--- src/rtl/frame_align_pkg.sv ---
// Shared constants and types for the serial frame aligner.
// Contents: FSM state encodings, byte/bit widths, default sync pattern
// and frame length, and the packed record held in the output register.
package frame_align_pkg;

  localparam int unsigned BITS_PER_BYTE     = 8;
  localparam int unsigned BIT_CNT_W         = 3;
  localparam int unsigned BYTE_IDX_W        = 4;
  localparam int unsigned DEFAULT_FRAME_LEN = 4;
  localparam logic [BITS_PER_BYTE-1:0] DEFAULT_SYNC_BYTE = 8'hA5;

  localparam logic [0:0] ST_HUNT   = 1'b0;
  localparam logic [0:0] ST_LOCKED = 1'b1;

  // One emitted payload byte plus its strobes.
  typedef struct packed {
    logic [BITS_PER_BYTE-1:0] data;
    logic [BYTE_IDX_W-1:0]    idx;
    logic                     valid;
    logic                     done;
  } byte_beat_t;

endpackage

--- src/rtl/frame_byte_counter.sv ---
// Bit and byte position counters for a locked frame.
// Ports:
//   Clk, Reset   clock and synchronous active-high reset
//   clr_i        zero both counters (has priority over en_i)
//   en_i         advance the bit counter; on a byte boundary advance the
//                byte counter, wrapping to 0 after the last byte
//   byte_cnt_o   index of the byte currently being assembled
//   byte_tick_o  bit counter is at 7: this edge completes a byte
//   last_byte_o  byte counter is at FRAME_LEN-1
module frame_byte_counter
  import frame_align_pkg::*;
#(
  parameter int unsigned FRAME_LEN = DEFAULT_FRAME_LEN
) (
  input  logic                  Clk,
  input  logic                  Reset,
  input  logic                  clr_i,
  input  logic                  en_i,
  output logic [BYTE_IDX_W-1:0] byte_cnt_o,
  output logic                  byte_tick_o,
  output logic                  last_byte_o
);

  logic [BIT_CNT_W-1:0]  bit_cnt_q,  bit_cnt_d;
  logic [BYTE_IDX_W-1:0] byte_cnt_q, byte_cnt_d;

  assign byte_tick_o = (bit_cnt_q == BIT_CNT_W'(BITS_PER_BYTE - 1));
  assign last_byte_o = (byte_cnt_q == BYTE_IDX_W'(FRAME_LEN - 1));
  assign byte_cnt_o  = byte_cnt_q;

  // Next-state: bit counter wraps 7->0 naturally; byte counter wraps at frame end.
  always_comb begin
    bit_cnt_d  = bit_cnt_q;
    byte_cnt_d = byte_cnt_q;
    if (clr_i) begin
      bit_cnt_d  = '0;
      byte_cnt_d = '0;
    end else if (en_i) begin
      bit_cnt_d = bit_cnt_q + BIT_CNT_W'(1);
      if (byte_tick_o) begin
        byte_cnt_d = last_byte_o ? '0 : byte_cnt_q + BYTE_IDX_W'(1);
      end
    end
  end

  always_ff @(posedge Clk) begin
    if (Reset) begin
      bit_cnt_q  <= '0;
      byte_cnt_q <= '0;
    end else begin
      bit_cnt_q  <= bit_cnt_d;
      byte_cnt_q <= byte_cnt_d;
    end
  end

endmodule

--- src/rtl/serial_frame_aligner.sv ---
// Frame aligner on an 8-bit serial shift-register window.
// Hunts for SYNC_BYTE in the whole window each clock, then locks and emits
// FRAME_LEN payload bytes sampled every 8th clock, then hunts again.
// Optional feature macro: FRAME_ALIGN_RESYNC_EN -- a sync pattern seen at
// a byte boundary while locked restarts the frame instead of being emitted.
// Ports:
//   Clk        clock, rising edge
//   Reset      synchronous active-high reset, highest priority
//   Window     shift window, Window[0] newest bit, bytes arrive MSB-first
//   Locked     high while in the locked state
//   ByteOut    last captured payload byte (held between captures)
//   ByteValid  one-cycle strobe per captured byte
//   ByteIdx    position of ByteOut within the frame
//   FrameDone  one-cycle strobe with the last byte of a frame
module serial_frame_aligner
  import frame_align_pkg::*;
#(
  parameter logic [BITS_PER_BYTE-1:0] SYNC_BYTE = DEFAULT_SYNC_BYTE,
  parameter int unsigned              FRAME_LEN = DEFAULT_FRAME_LEN  // 1..16
) (
  input  logic                     Clk,
  input  logic                     Reset,
  input  logic [BITS_PER_BYTE-1:0] Window,
  output logic                     Locked,
  output logic [BITS_PER_BYTE-1:0] ByteOut,
  output logic                     ByteValid,
  output logic [BYTE_IDX_W-1:0]    ByteIdx,
  output logic                     FrameDone
);

  logic [0:0]            state_q, state_d;
  byte_beat_t            beat_q, beat_d;
  logic                  cnt_clr, cnt_en;
  logic [BYTE_IDX_W-1:0] byte_cnt;
  logic                  byte_tick, last_byte;
  logic                  sync_match;
  logic                  resync;

  frame_byte_counter #(
    .FRAME_LEN(FRAME_LEN)
  ) u_counter (
    .Clk        (Clk),
    .Reset      (Reset),
    .clr_i      (cnt_clr),
    .en_i       (cnt_en),
    .byte_cnt_o (byte_cnt),
    .byte_tick_o(byte_tick),
    .last_byte_o(last_byte)
  );

  assign sync_match = (Window == SYNC_BYTE);

  // Only consulted on a byte boundary while locked.
`ifdef FRAME_ALIGN_RESYNC_EN
  assign resync = sync_match;
`else
  assign resync = 1'b0;
`endif

  // Next-state and output-register logic; strobes default low every cycle.
  always_comb begin
    state_d      = state_q;
    beat_d       = beat_q;
    beat_d.valid = 1'b0;
    beat_d.done  = 1'b0;
    cnt_clr      = 1'b0;
    cnt_en       = 1'b0;
    if (state_q == ST_HUNT) begin
      // Counters are held at zero so the match edge starts bit 0 of byte 0.
      cnt_clr = 1'b1;
      if (sync_match) begin
        state_d = ST_LOCKED;
      end
    end else begin
      cnt_en = 1'b1;
      if (byte_tick) begin
        if (resync) begin
          // Drop the partial frame and realign on this pattern.
          cnt_clr = 1'b1;
        end else begin
          beat_d.data  = Window;
          beat_d.idx   = byte_cnt;
          beat_d.valid = 1'b1;
          if (last_byte) begin
            beat_d.done = 1'b1;
            state_d     = ST_HUNT;
          end
        end
      end
    end
  end

  always_ff @(posedge Clk) begin
    if (Reset) begin
      state_q <= ST_HUNT;
      beat_q  <= '0;
    end else begin
      state_q <= state_d;
      beat_q  <= beat_d;
    end
  end

  assign Locked    = (state_q == ST_LOCKED);
  assign ByteOut   = beat_q.data;
  assign ByteIdx   = beat_q.idx;
  assign ByteValid = beat_q.valid;
  assign FrameDone = beat_q.done;

endmodule

--- config.mk ---
export PLATFORM = sky130hd
export DESIGN_NAME = serial_frame_aligner
export DESIGN_NICKNAME = d
export VERILOG_FILES = /design/src/rtl/frame_align_pkg.sv /design/src/rtl/frame_byte_counter.sv /design/src/rtl/serial_frame_aligner.sv
export SDC_FILE = /design/constraint.sdc
export NUM_CORES = 1
export LEC_CHECK = 0
export BUFFER_PORTS_ARGS = -buffer_cell sky130_fd_sc_hd__buf_4
export CORE_MARGIN = 2
export CORE_UTILIZATION = 36
export DETAILED_ROUTE_END_ITERATION = 7
export SETUP_SLACK_MARGIN = 0.1
export SLEW_MARGIN = 20
export SYNTH_ARGS = -nofsm -noshare
export SYNTH_HDL_FRONTEND = slang
export SYNTH_SLANG_ARGS = --single-unit
--- constraint.sdc ---
create_clock -name Clk -period 4.3 [get_ports Clk]
set_input_delay 0.215 -clock Clk [delete_from_list [all_inputs] [get_ports Clk]]
set_output_delay 0.215 -clock Clk [all_outputs]
set_load 0.005 [all_outputs]
Yosys cells after proc, flatten, opt, wreduce, memory -nomap -nowiden

Index checks and enable logic that the tools add are counted.

Bits in latches: 0
Memory bits (writable): 0
ROM bits: 0
Input port bits: 10
Register bits after elaboration: 22
Output and inout bits: 15
Memories kept: 0
Logic and storage cells: 26

Divide/modulo/power cells: 0
Reduce and logical (&&, ||, !) cells: 4
$lt $le $gt $ge: 0
Equality and inequality tests: 3
Bitwise operators: 2
Mux-type cells: 8
Add/sub/neg operators: 2
Shift-type cells: 0
Multiply operators: 0

Operators with widths:

| operator                                                              | number |
|---|---|
| 8-bit equality test, second input constant                            | 1 |
| 1-bit 2-to-1 mux                                                      | 6 |
| 4-bit by 1-bit adder with 4-bit output, second input constant         | 1 |
| 4-bit by 2-bit equality test with 1-bit output, second input constant | 1 |
| 4-bit 2-to-1 mux                                                      | 1 |
| 2-bit AND reduction                                                   | 2 |
| 3-bit by 1-bit adder with 3-bit output, second input constant         | 1 |
| 3-bit equality test, second input constant                            | 1 |
| 3-bit OR reduction                                                    | 1 |
| 2-bit 2-to-1 mux                                                      | 1 |
| 1-bit inverter                                                        | 2 |
| 2-bit OR reduction                                                    | 1 |

Logic depth before layout (Yosys ltp)

Gate-level depths: netlist of the first run.

Depth after elaboration: 4
Depth in mapped cells: 6

Modules after synthesis

From an unflattened synthesis of the first run, not the netlist that was laid out.

Cells, all modules: 98
Area total of the unflattened synthesis: 917.1 µm²

By module, submodules not included:

| module               | times used | sequential area each (µm²) | cells each | area each (µm²) |
|---|---|---|---|---|
| serial_frame_aligner | 1          | 300.3                      | 63         | 584.3 |
| frame_byte_counter   | 1          | 140.1                      | 35         | 332.8 |

Least setup slack after synthesis of the first run

Ideal clock, no wire load.

Path kind: register to register
From: register u_counter.bit_cnt_q[0]
To: register beat_q (netlist bit ByteIdx[1])
Arrival: 1294 ps
Buffers on the path: 1
Stages on the path, launching flop included: 7
Setup slack: 2936 ps
Data required time: 4230 ps
Cell sequence: dfxtp_1 -> ha_1 -> ha_1 -> nand2_2 -> clkbuf_1 -> nand2_1 -> a21oi_1

Longest elaborated chain between the ends: 2

RTL lines:

| what                          | line                       | RTL |
|---|---|---|
| start: declaration            | frame_byte_counter.sv:24   | `logic [BIT_CNT_W-1:0] bit_cnt_q, bit_cnt_d;` |
| start signal: assignment      | frame_byte_counter.sv:51   | `bit_cnt_q <= bit_cnt_d;` |
| 3-bit equality test           | frame_byte_counter.sv:27   | `assign byte_tick_o = (bit_cnt_q == BIT_CNT_W'(BITS_PER_BYTE - 1));` |
| named net byte_tick           | serial_frame_aligner.sv:35 | `logic byte_tick, last_byte;` |
| 2-bit AND reduction (no line) | -                          |  |
| end signal: assignment        | serial_frame_aligner.sv:99 | `beat_q <= beat_d;` |
| end: declaration              | serial_frame_aligner.sv:32 | `byte_beat_t beat_q, beat_d;` |

The timed path passes the listed nets, and every way through them passes these cells.
A chain may end at the register's enable or synchronous reset.

Worst setup path in the final report of the first run

From: register u_counter.bit_cnt_q[0]
To: register u_counter.byte_cnt_q[3], in the netlist u_counter.byte_cnt_o[3]

Longest elaborated chain between the ends: 2

RTL lines:

| what                          | line                       | RTL |
|---|---|---|
| 3-bit equality test           | frame_byte_counter.sv:27   |  |
| named net byte_tick           | serial_frame_aligner.sv:35 |  |
| 2-bit AND reduction (no line) | -                          |  |
| end signal: assignment        | frame_byte_counter.sv:52   | `byte_cnt_q <= byte_cnt_d;` |
| end: declaration              | frame_byte_counter.sv:25   | `logic [BYTE_IDX_W-1:0] byte_cnt_q, byte_cnt_d;` |

The timed path passes the listed nets, and every way through them passes these cells.

==> summary.md, run 1 <==
| Metric | Value |
|---|---|
| Relative slew slack | 70.5% |
| MaxCap Viol Count | 0 |
| First-pass GRT wire length | 2.62 mm |
| Worst setup SP type | flip-flop |
| Endpoints failing hold | 0 |
| CTS Hold Buffers Added | 0 |
| Core Rows | 17 |
| Simple-Gate Fraction of Synth Area | 26.5% |
| CTS Buf Count | 3 |
| Total track usage | 13.4% |
| Syn_area_per_cell | 9.01 µm² |
| Clock root cell | clkbuf_4 |
| Count leader, synth | nand2_1 |
| Layout fillers | 226 |
| Initial antenna violation count | 0 |
| Post-synth EDFFs | 0 |
| Post-synthesis compound-gate area fraction | 10.3% |
| # diodes | 0 |
| Fin crit period | 1.56 ns |
| # DRC | 0 |
| Req. time, crit path | 4.56 ns |
| Tcrit/Tclk final | 36.3% |
| Maximum clock insertion buffer count | 2 |
| Tightest Pin Transition | 0.443 ns |
| Layout area overhead | 29.2% |
| Setup Crit Path Kind | reg -> reg |
| CP arrival | 1.82 ns |
| Drt first-iter violations | 5 |
| Post-CTS sizing | 0 |
| Synth unique cells | 21 |
| Pwr Density | 315 nW/µm² |
| I/O Pins | 25 |
| Crit-path max FO | 15 |
| Commonest cells post-synth | 25 x nand2_1, 22 x dfxtp_1, 14 x a21oi_1 |
| Setup violations, final | 0 |
| Setup_tns | 0 ns |
| Starting Density | 37.4% |
| Fmax | 640 MHz |
| Mux cell area share after synthesis | 1.23% |
| Die area | 2650 µm² |
| RSZ-0062 raised after global routing | false |
| Worst setup EP type | flip-flop |
| Skew final | 0.0106 ns |
| Async set-reset flop share out of synthesis | 0% |
| Cell Area, Synth | 811 µm² |
| Sequential-to-total area share from yosys stat | 54.3% |
| Synth Flop Type | dfxtp_1 |
| CTS tree | done |
| Core area | 2170 µm² |
| CTS Sinks | 22 |
| Flop and latch count out of synthesis | 22 |
| Syn Inst Count | 90 |
| Synth top area cells | dfxtp_1 54%, nand2_1 12%, a21oi_1 8.6%, ha_1 4.6%, and2_1 3.1% |
| Yosys top cell by area | dfxtp_1 |
| Share of post-route cells with drive strength above 1 | 26.1% |
| Via count | 684 |
| Leak pwr | 0.414 nW |
| 1st-pass router iterations | 4 |
| Clk Latency, worst-skew pair | 0.31 ns |
| DR vias/cell | 4.78 |
| GPL Wtd Cong | 0.766 |
| Setup Buffers After CTS | 0 |
| XOR/XNOR Fraction of Synth Area | 1.08% |
| WL per Instance | 11.5 µm |
| Largest net degree at the start of global routing | 17 |
| Post-synth top area share | 54.3% |
| Main combinational cell family by area after synthesis | simple AND/OR/NAND/NOR gates |
| Synth Area in Adders | 4.63% |
| Hold Path Class | in -> reg |
| Total Wirelength | 1.65 mm |
| Synth Warn # | 0 |
| Die width | 51.5 µm |
| Clock transition at the registers of the reported paths | 0.13 ns |
| Detail Placement HPWL | 1.18 mm |
| Slew Limit Fails | 0 |
| Syn_nets | 103 |
| Worst VDD drop | 0.191 mV |
| # port buffers | 24 |
| Nets | 129 |
| Final instance area | 1050 µm² |
| Gr ovfl total | 0 |
| Final ANT Viol Nets | 0 |
| H-tree levels | 1 |
| Die Y | 51.5 µm |
| Status | complete, no violations |
| Post-DP Area | 1010 µm² |
| Vias in the first global route | 639 |
worst max-delay path: stages, from the launching register on:
cell and delay (ns):
dfxtp_1 0.35, ha_1 0.15, ha_1 0.23, nand2_2 0.21, or3_1 0.40, a21oi_1 0.15
cells by family (layout without fill, tap and decap cells):
| kind of cell | count (synthesis) | count (layout) |
|---|---|---|
| AO/OA/AOI/OAI | 16 | 16 |
| XOR/XNOR | 1 | 1 |
| adder cells (fa/ha/maj) | 3 | 3 |
| buffers and inverters | 3 | 28 |
| flip-flops | 22 | 22 |
| multiplexers | 1 | 1 |
| AND/OR/NAND/NOR | 44 | 44 |
path summary, 6_finish.rpt:
check | from | endpoint | slack [ns] | cells past startpoint
worst max-delay path | u_counter.bit_cnt_q[0] | u_counter.byte_cnt_o[3] | 2.74 | 5
worst min-delay path | Window[7] | ByteOut[7] | 0.16 | 3
worst max register to register | u_counter.bit_cnt_q[0] | u_counter.byte_cnt_o[3] | 2.74 | 5
worst min register to register | u_counter.bit_cnt_q[0] | u_counter.bit_cnt_q[0] | 0.43 | 1
power breakdown:
part | switching, W | internal, W | leakage, nW
logic | 0.00000453 | 0.00000604 | 0.216
registers | 0.0000000868 | 0.000204 | 0.177
clock network | 0.0000640 | 0.0000518 | 0.0210
total | 0.0000686 | 0.000262 | 0.414
registers in the layout (all words and copies together) (netlist names):
register and flops:
FrameDone 1, ByteIdx 4, u_counter.byte_cnt_o 4, Locked 1, ByteOut 8, u_counter.bit_cnt_q 3
ByteValid 1
cells in the final DEF (no fill, tap or decap):
| cell type | instances |
|---|---|
| a21oi_1 | 14 |
| ha_1 | 3 |
| nor3_1 | 2 |
| nand2_1 | 25 |
| clkbuf_4 | 3 |
| or3b_1 | 1 |
| mux2i_1 | 1 |
| nor4bb_1 | 1 |
| o21ai_0 | 1 |
| buf_4 | 24 |
| and2_1 | 4 |
| nor2_1 | 3 |
| nor2b_1 | 2 |
| nand3_1 | 2 |
| clkbuf_8 | 1 |
| dfxtp_1 | 22 |
| nor4b_2 | 1 |
| a41oi_1 | 1 |
| or3_1 | 1 |
| nand2b_1 | 1 |
| nand2_2 | 1 |
| xnor2_1 | 1 |
per-stage QoR:
step | cells | utilization [%] | hold WS [ns] | setup slack [ns] | total power [W]
6_report | 143 | 48.3 | 0.155 | 2.74 | 0.000330
2_1_floorplan | 90 | - | 0.284 | 2.94 | 0.000211
5_1_grt | 143 | 48.3 | 0.162 | 2.58 | 0.000341
4_1_cts | 143 | 48.3 | 0.151 | 2.73 | 0.000330
3_5_place_dp | 139 | 46.6 | 0.411 | 2.76 | 0.000219
3_3_place_gp | 139 | 46.6 | 0.405 | 2.82 | 0.000219
metal layers:
metal | GRT usage [%] | wire length (µm) | vias to the layer above
met3 | 1.75 | 49 | 4
met4 | 9.21 | 45 | 0
li1 | - | - | 352
met5 | 0 | 0 | -
met1 | 14.3 | 684 | 316
met2 | 24.1 | 872 | 12
area by class of cell:
cell class	count	area, µm²	share of cell area (%)
Clock buffer	4	36.3	3.46
Multi-Input combinational cell	65	355	33.9
Sequential cell	22	440	42.1
Tap cell	28	35.0	3.35
Timing Repair Buffer	24	180	17.2
Note: power is estimated with default switching activity, not from simulation.
==> inputs of run 2 (changes only) <==
==> constraint.sdc (replaced) <==
create_clock -name Clk -period 1.25 [get_ports Clk]
set_input_delay 0.0625 -clock Clk [delete_from_list [all_inputs] [get_ports Clk]]
set_output_delay 0.0625 -clock Clk [all_outputs]
set_load 0.005 [all_outputs]
==> summary.md, run 2 (synthesis gave the netlist of run 1 again) <==
| Metric | Value |
|---|---|
| Layout fillers | 212 (-6.2%) |
| Worst setup EP type | flip-flop |
| CTS Buf Count | 3 (unchanged) |
| Clk Latency, worst-skew pair | 0.30 ns (about the same) |
| Setup Buffers After CTS | 0 (unchanged) |
| R2R Setup Slk | -0.05 ns (-2.79 ns) |
| Die Y | 51.5 µm (unchanged) |
| Layout area overhead | 42.7% |
| Final ANT Viol Nets | 0 (unchanged) |
| Hold Path Class | in -> reg |
| Total Wirelength | 1.75 mm (+6.1%) |
| Commonest non-fill, non-tap cell in the layout | buf_4 |
| Initial antenna violation count | 0 (unchanged) |
| Hold slack | 0.00517 ns (-0.150 ns) |
| Failing checks | setup timing |
| DR vias/cell | 4.77 (-0.27%) |
| H-tree levels | 1 (unchanged) |
| First-pass GRT wire length | 2.79 mm (+6.8%) |
| Nets | 134 (+3.9%) |
| Setup Crit Path Kind | reg -> reg |
| # diodes | 0 (unchanged) |
| I/O Pins | 25 (unchanged) |
| Worst VDD drop | 0.607 mV (+220%) |
| Share of post-route cells with drive strength above 1 | 39.2% (+13 points) |
| Clock root cell | clkbuf_4 |
| Status | finished with violations |
| Commonest cells after routing, fill and taps aside | 27 x buf_4, 20 x dfxtp_1, 20 x nand2_1 |
| Die area | 2650 µm² (unchanged) |
| # port buffers | 24 (unchanged) |
| Req. time, crit path | 1.50 ns (-3.06 ns) |
| Via count | 706 (+3.2%) |
| Final non-filler cell total | 148 (+3.5%) |
| Worst setup SP type | flip-flop |
| Pwr Density | 977 nW/µm² (+210%) |
| MaxCap Viol Count | 0 (unchanged) |
| Gr ovfl total | 0 (unchanged) |
| Tightest Pin Transition | 0.304 ns (-0.139 ns) |
| Skew final | 0.00346 ns (-0.00712 ns) |
| GPL Wtd Cong | 0.691 (-9.8%) |
| Relative slew slack | 79.7% (+9.2 points) |
| Crit-path max FO | 4 (-11) |
| CTS Hold Buffers Added | 0 (unchanged) |
| Vias in the first global route | 666 (+4.2%) |
| Die width | 51.5 µm (unchanged) |
| Starting Density | 37.4% (unchanged) |
| Tcrit/Tclk final | 104% (+68 points) |
| WL per Instance | 11.8 µm (+2.5%) |
| Setup violations, final | 2 (+2) |
| Endpoints failing hold | 0 (unchanged) |
| Leak pwr | 0.455 nW (+10%) |
| Slew Limit Fails | 0 (unchanged) |
| Placed Instances | 144 (+3.6%) |
| Area of the multi-input gates | 418 µm² (+18%) |
| Maximum clock insertion buffer count | 2 (unchanged) |
| 1st-pass router iterations | 4 (unchanged) |
| Core area | 2170 µm² (unchanged) |
| Clock transition at the registers of the reported paths | 0.12 ns (about the same) |
| Largest register FFs | 8 (unchanged) |
| Drt first-iter violations | 10 (+5) |
| Total track usage | 14.4% (+0.98 points) |
| Worst Slack Setup Final | -0.0517 ns (-2.79 ns) |
| Largest net degree at the start of global routing | 17 (unchanged) |
| Detail Placement HPWL | 1.29 mm (+8.9%) |
| CTS Sinks | 22 (unchanged) |
| CP arrival | 1.55 ns (-0.27 ns) |
| Register area | 443 µm² (+0.57%) |
| Core Rows | 17 (unchanged) |
| Fin crit period | 1.30 ns (-0.260 ns) |
| Fmax | 768 MHz (+20%) |
| CTS tree | done |
| Worst slack, placed | -0.0390 ns (-2.80 ns) |
| RSZ-0062 raised after global routing | true |
| # DRC | 0 (unchanged) |
==> run 2: cell types whose count changed in the layout (fill, tap and decap cells not counted), moves of 2 or more <==
cell,delta
buf_6,+2
nand2_1,-5
dfxtp_2,+2
buf_4,+3
nand2_2,+4
ha_1,-2
dfxtp_1,-2
ha_4,+2
==> run 2: layer usage <==
metal  share of wire, %  global-route usage (%)
met1                 47                    17.1
met2                 49                    25.0
met3                2.5                    2.63
met4               0.69                    6.58
met5                  0                       0
==> run 2: critical path, stage by stage, from the launching register on <==
cell     delay (ns)
dfxtp_2        0.37
ha_4           0.14
ha_4           0.16
nand3_2        0.08
or3b_1         0.38
a21oi_2        0.12
==> run 2: per-stage QoR <==
stage | cell area [µm²] | util [%] | total power, W | TNS, ns
after global placement | 1090 | 50.2 | 0.000753 | 0
after CTS | 1150 | 53.1 | 0.00114 | -0.0760
after global routing | 1160 | 53.3 | 0.00117 | -0.220
after detailed placement | 1090 | 50.2 | 0.000752 | -0.125
after floorplan | 856 | - | 0.000724 | 0
final | 1160 | 53.3 | 0.00113 | -0.0593
==> run 2: worst paths after layout <==
check | startpoint | to | cells after the start
max | u_counter.bit_cnt_q[0] | u_counter.byte_cnt_o[2] | 5
min | Window[1] | ByteOut[1] | 3
max reg2reg | u_counter.bit_cnt_q[0] | u_counter.byte_cnt_o[2] | 5
min reg2reg | u_counter.bit_cnt_q[0] | u_counter.bit_cnt_q[0] | 1
==> run 2: power breakdown <==
part           switching, W  leakage (nW)  internal, W  total (W)
Combinational     0.0000152         0.256    0.0000205  0.0000357
Sequential      0.000000391         0.178     0.000701   0.000701
Clock              0.000216        0.0210     0.000177   0.000393
Total              0.000231         0.455     0.000899    0.00113
==> run 2: final cells by class <==
type / count / area share, %
sequential: 22 / 38.3
multi-input combinational: 65 / 36.1
timing repair buffer: 29 / 19.5
clock buffer: 4 / 3.14
tap: 28 / 3.03
==> run 2: timing repair <==
item | CTS | global route
pin swaps | 8 | 2
gates cloned | 0 | 0
setup endpoints to repair | 17 | 18
resized for setup | 8 | 2
==> inputs of run 3 (changes only) <==
--- a/config.mk
+++ b/config.mk
@@ -5,6 +5,7 @@
 export SDC_FILE = /design/constraint.sdc
 export NUM_CORES = 1
 export LEC_CHECK = 0
+export ABC_AREA = 1
 export BUFFER_PORTS_ARGS = -buffer_cell sky130_fd_sc_hd__buf_4
 export CORE_MARGIN = 2
 export CORE_UTILIZATION = 36
==> summary.md, run 3 <==
| Metric | Value |
|---|---|
| Post-synth top area share | 52.5% (-1.9 points) |
| Setup_tns | 0 ns (+0.0593 ns) |
| Drt first-iter violations | 7 (-3) |
| Post-synth EDFFs | 0 (unchanged) |
| Async set-reset flop share out of synthesis | 0% (unchanged) |
| Synth top area cells | dfxtp_1 52%, nor2_1 11%, nand2_1 6.7%, o21ai_0 6.0%, a21oi_1 5.4% |
| Final instance area | 1170 µm² (+0.76%) |
| Fmax | 862 MHz (+12%) |
| # diodes | 0 (unchanged) |
| Total Wirelength | 1.73 mm (-1.3%) |
| Commonest cells post-synth | 25 x nor2_1, 22 x dfxtp_1, 15 x nand2_1 |
| RSZ-0062 raised after global routing | true |
| Worst path bufs/invs | 0 (unchanged) |
| Post-DP Area | 1040 µm² (-4.5%) |
| Commonest non-fill, non-tap cell in the layout | buf_4 |
| Worst slack, placed | -0.0367 ns (+0.00231 ns) |
| Die area | 2730 µm² (+3.3%) |
| Largest net degree at the start of global routing | 18 (+1) |
| Share of post-route cells with drive strength above 1 | 30.9% (-8.3 points) |
| WL per Instance | 10.5 µm (-11%) |
| Syn Inst Count | 107 (+19%) |
| Grt met2 use | 24.4% (-0.63 points) |
| R2R Setup Slk | 0.09 ns (+0.14 ns) |
| Worst setup EP type | flip-flop |
| Yosys top cell by area | dfxtp_1 |
| Tcrit/Tclk final | 92.8% (-11 points) |
| H-tree levels | 1 (unchanged) |
| CP Depth | 6 (+1) |
| CP top delay family | simple AND/OR/NAND/NOR gates |
| Endpoints failing hold | 2 (+2) |
| Die Y | 52.3 µm (+1.6%) |
| I/O Pins | 25 (unchanged) |
| Tightest Pin Transition | 0.335 ns (+0.0308 ns) |
| Worst Slack Setup Final | 0.0904 ns (+0.142 ns) |
| Die width | 52.3 µm (+1.6%) |
| Worst setup SP type | flip-flop |
| Grt met1 use | 15.4% (-1.7 points) |
| Clock transition at the registers of the reported paths | 0.12 ns (about the same) |
| Placed Instances | 156 (+8.3%) |
| CP most frequent cell | ha_4 |
| Syn_area_per_cell | 7.85 µm² (-13%) |
| MaxCap Viol Count | 0 (unchanged) |
| Setup Crit Path Kind | reg -> reg |
| Nets | 151 (+13%) |
| CTS Buf Count | 3 (unchanged) |
| First-pass GRT wire length | 2.79 mm (unchanged) |
| Met3 Usage GRT | 2.57% (-0.060 points) |
| GR peak layer | met2 |
| Detail Placement HPWL | 1.20 mm (-6.7%) |
| Initial antenna violation count | 0 (unchanged) |
| Commonest cells after routing, fill and taps aside | 26 x buf_4, 23 x nor2_1, 19 x dfxtp_1 |
| DR vias/cell | 4.48 (-6.0%) |
| Count leader, synth | nor2_1 |
| Setup violations, final | 0 (-2) |
| Slew Limit Fails | 0 (unchanged) |
| Skew final | 0.00404 ns (+0.000575 ns) |
| Final non-filler cell total | 164 (+11%) |
| CTS tree | done |
| Synth unique cells | 16 (-24%) |
| Clk Latency, worst-skew pair | 0.31 ns (about the same) |
| Hold slack | -0.00622 ns (-0.0114 ns) |
| Layout area overhead | 38.9% |
| Req. time, crit path | 1.47 ns (-0.03 ns) |
| Gr ovfl total | 0 (unchanged) |
| GPL Wtd Cong | 0.799 (+16%) |
| Synth Warn # | 0 (unchanged) |
| Worst VDD drop | 0.539 mV (-11%) |
| Via count | 735 (+4.1%) |
| Pwr Density | 921 nW/µm² (-5.7%) |
| Core area | 2210 µm² (+2.0%) |
| Sequential-to-total area share from yosys stat | 52.5% (-1.9 points) |
| Leak pwr | 0.515 nW (+13%) |
| Synth Flop Type | dfxtp_1 |
| Maximum clock insertion buffer count | 2 (unchanged) |
| # DRC | 0 (unchanged) |
| Crit path largest cell delay | 0.36 ns (-0.02 ns) |
| Largest register FFs | 8 (unchanged) |
| Final ANT Viol Nets | 0 (unchanged) |
| Layout fillers | 240 (+13%) |
| CTS Sinks | 22 (unchanged) |
| Total track usage | 14.0% (-0.41 points) |
| Clock root cell | clkbuf_4 |
| Crit-path max FO | 6 (+2) |
| Hold Path Class | in -> reg |
| Flop and latch count out of synthesis | 22 (unchanged) |
| CP Cell Sequence | ha_4, ha_4, nand2_8, or2_1, nand2_1, nor2_1 |
| Cell Area, Synth | 840 µm² (+3.5%) |
| Fin crit period | 1.16 ns (-0.142 ns) |
| # port buffers | 24 (unchanged) |
| Cells on worst reg2reg path | 6 (+1) |
| CP arrival | 1.38 ns (-0.17 ns) |
| Vias in the first global route | 686 (+3.0%) |
| Relative slew slack | 77.6% (-2.1 points) |
| Status | finished with violations |
| Core Rows | 17 (unchanged) |
| Failing checks | hold timing |
| Syn_nets | 120 (+17%) |
| Starting Density | 38.0% (+0.58 points) |
| 1st-pass router iterations | 4 (unchanged) |
| Critical path's slowest cell | dfxtp_2 |
| Hold depth | 3 (unchanged) |
[run 3: timing repair]
action / CTS / global route
pin swaps: 4 / 3
hold endpoints to repair: 4 / 1
gates resized for setup: 8 / 15
setup buffers: 2 / 0
gates cloned: 1 / 0
endpoints found under the setup margin: 17 / 21
hold buffers: 1 / 1
[run 3: cells by family (layout without fill, tap and decap cells)]
family	count (synthesis)	after routing	synth area share (%)
adders and majority gates	3	3	4.47
buffers and inverters	16	44	9.09
and+or+nand+nor	46	47	21.8
AOI/OAI and AO/OA	20	20	12.2
DFF	22	22	52.5
[run 3: metrics by stage]
step | hold slack [ns] | utilization, % | total power [W]
floorplan | 0.132 | - | 0.000734
global placement | 0.273 | 47.0 | 0.000761
detailed placement | 0.272 | 47.0 | 0.000762
CTS | 0.00334 | 51.4 | 0.00109
global route | 0.00571 | 52.7 | 0.00112
finish | -0.00622 | 52.7 | 0.00107
[run 3: worst paths after layout]
check	start	endpoint
max	u_counter.bit_cnt_q[0]	ByteIdx[0]
min	Window[0]	ByteOut[0]
max reg2reg	u_counter.bit_cnt_q[0]	ByteIdx[0]
min reg2reg	u_counter.bit_cnt_q[0]	u_counter.bit_cnt_q[0]
[run 3: layer usage]
| metal | vias to the layer above | part of all wire [%] |
|---|---|---|
| met3 | 7 | 3.5 |
| li1 | 396 | - |
| met2 | 13 | 48 |
| met4 | 0 | 3.5 |
| met1 | 319 | 45 |
| met5 | - | 0 |
[run 3: worst min-delay path, delay by kind of cell]
kind	cells	cell delay, ns
AO/OA/AOI/OAI	1	0.06
buffers and inverters	1	0.08
AND/OR/NAND/NOR	1	0.07
[run 3: cell type report]
class,count,area (µm²),share of cell area (%)
sequential,22,444,38.1
multi-input combinational,70,388,33.3
timing repair buffer,28,215,18.5
inverter,13,61.3,5.26
tap,28,35.0,3.00
clock buffer,3,22.5,1.93
[run 3: where the power goes]
part           internal [W]   total, W  leakage [nW]  switching [W]
registers          0.000701   0.000701         0.179    0.000000499
clock network      0.000113   0.000321        0.0138       0.000208
logic             0.0000287  0.0000520         0.323      0.0000233
total              0.000842    0.00107         0.515       0.000232
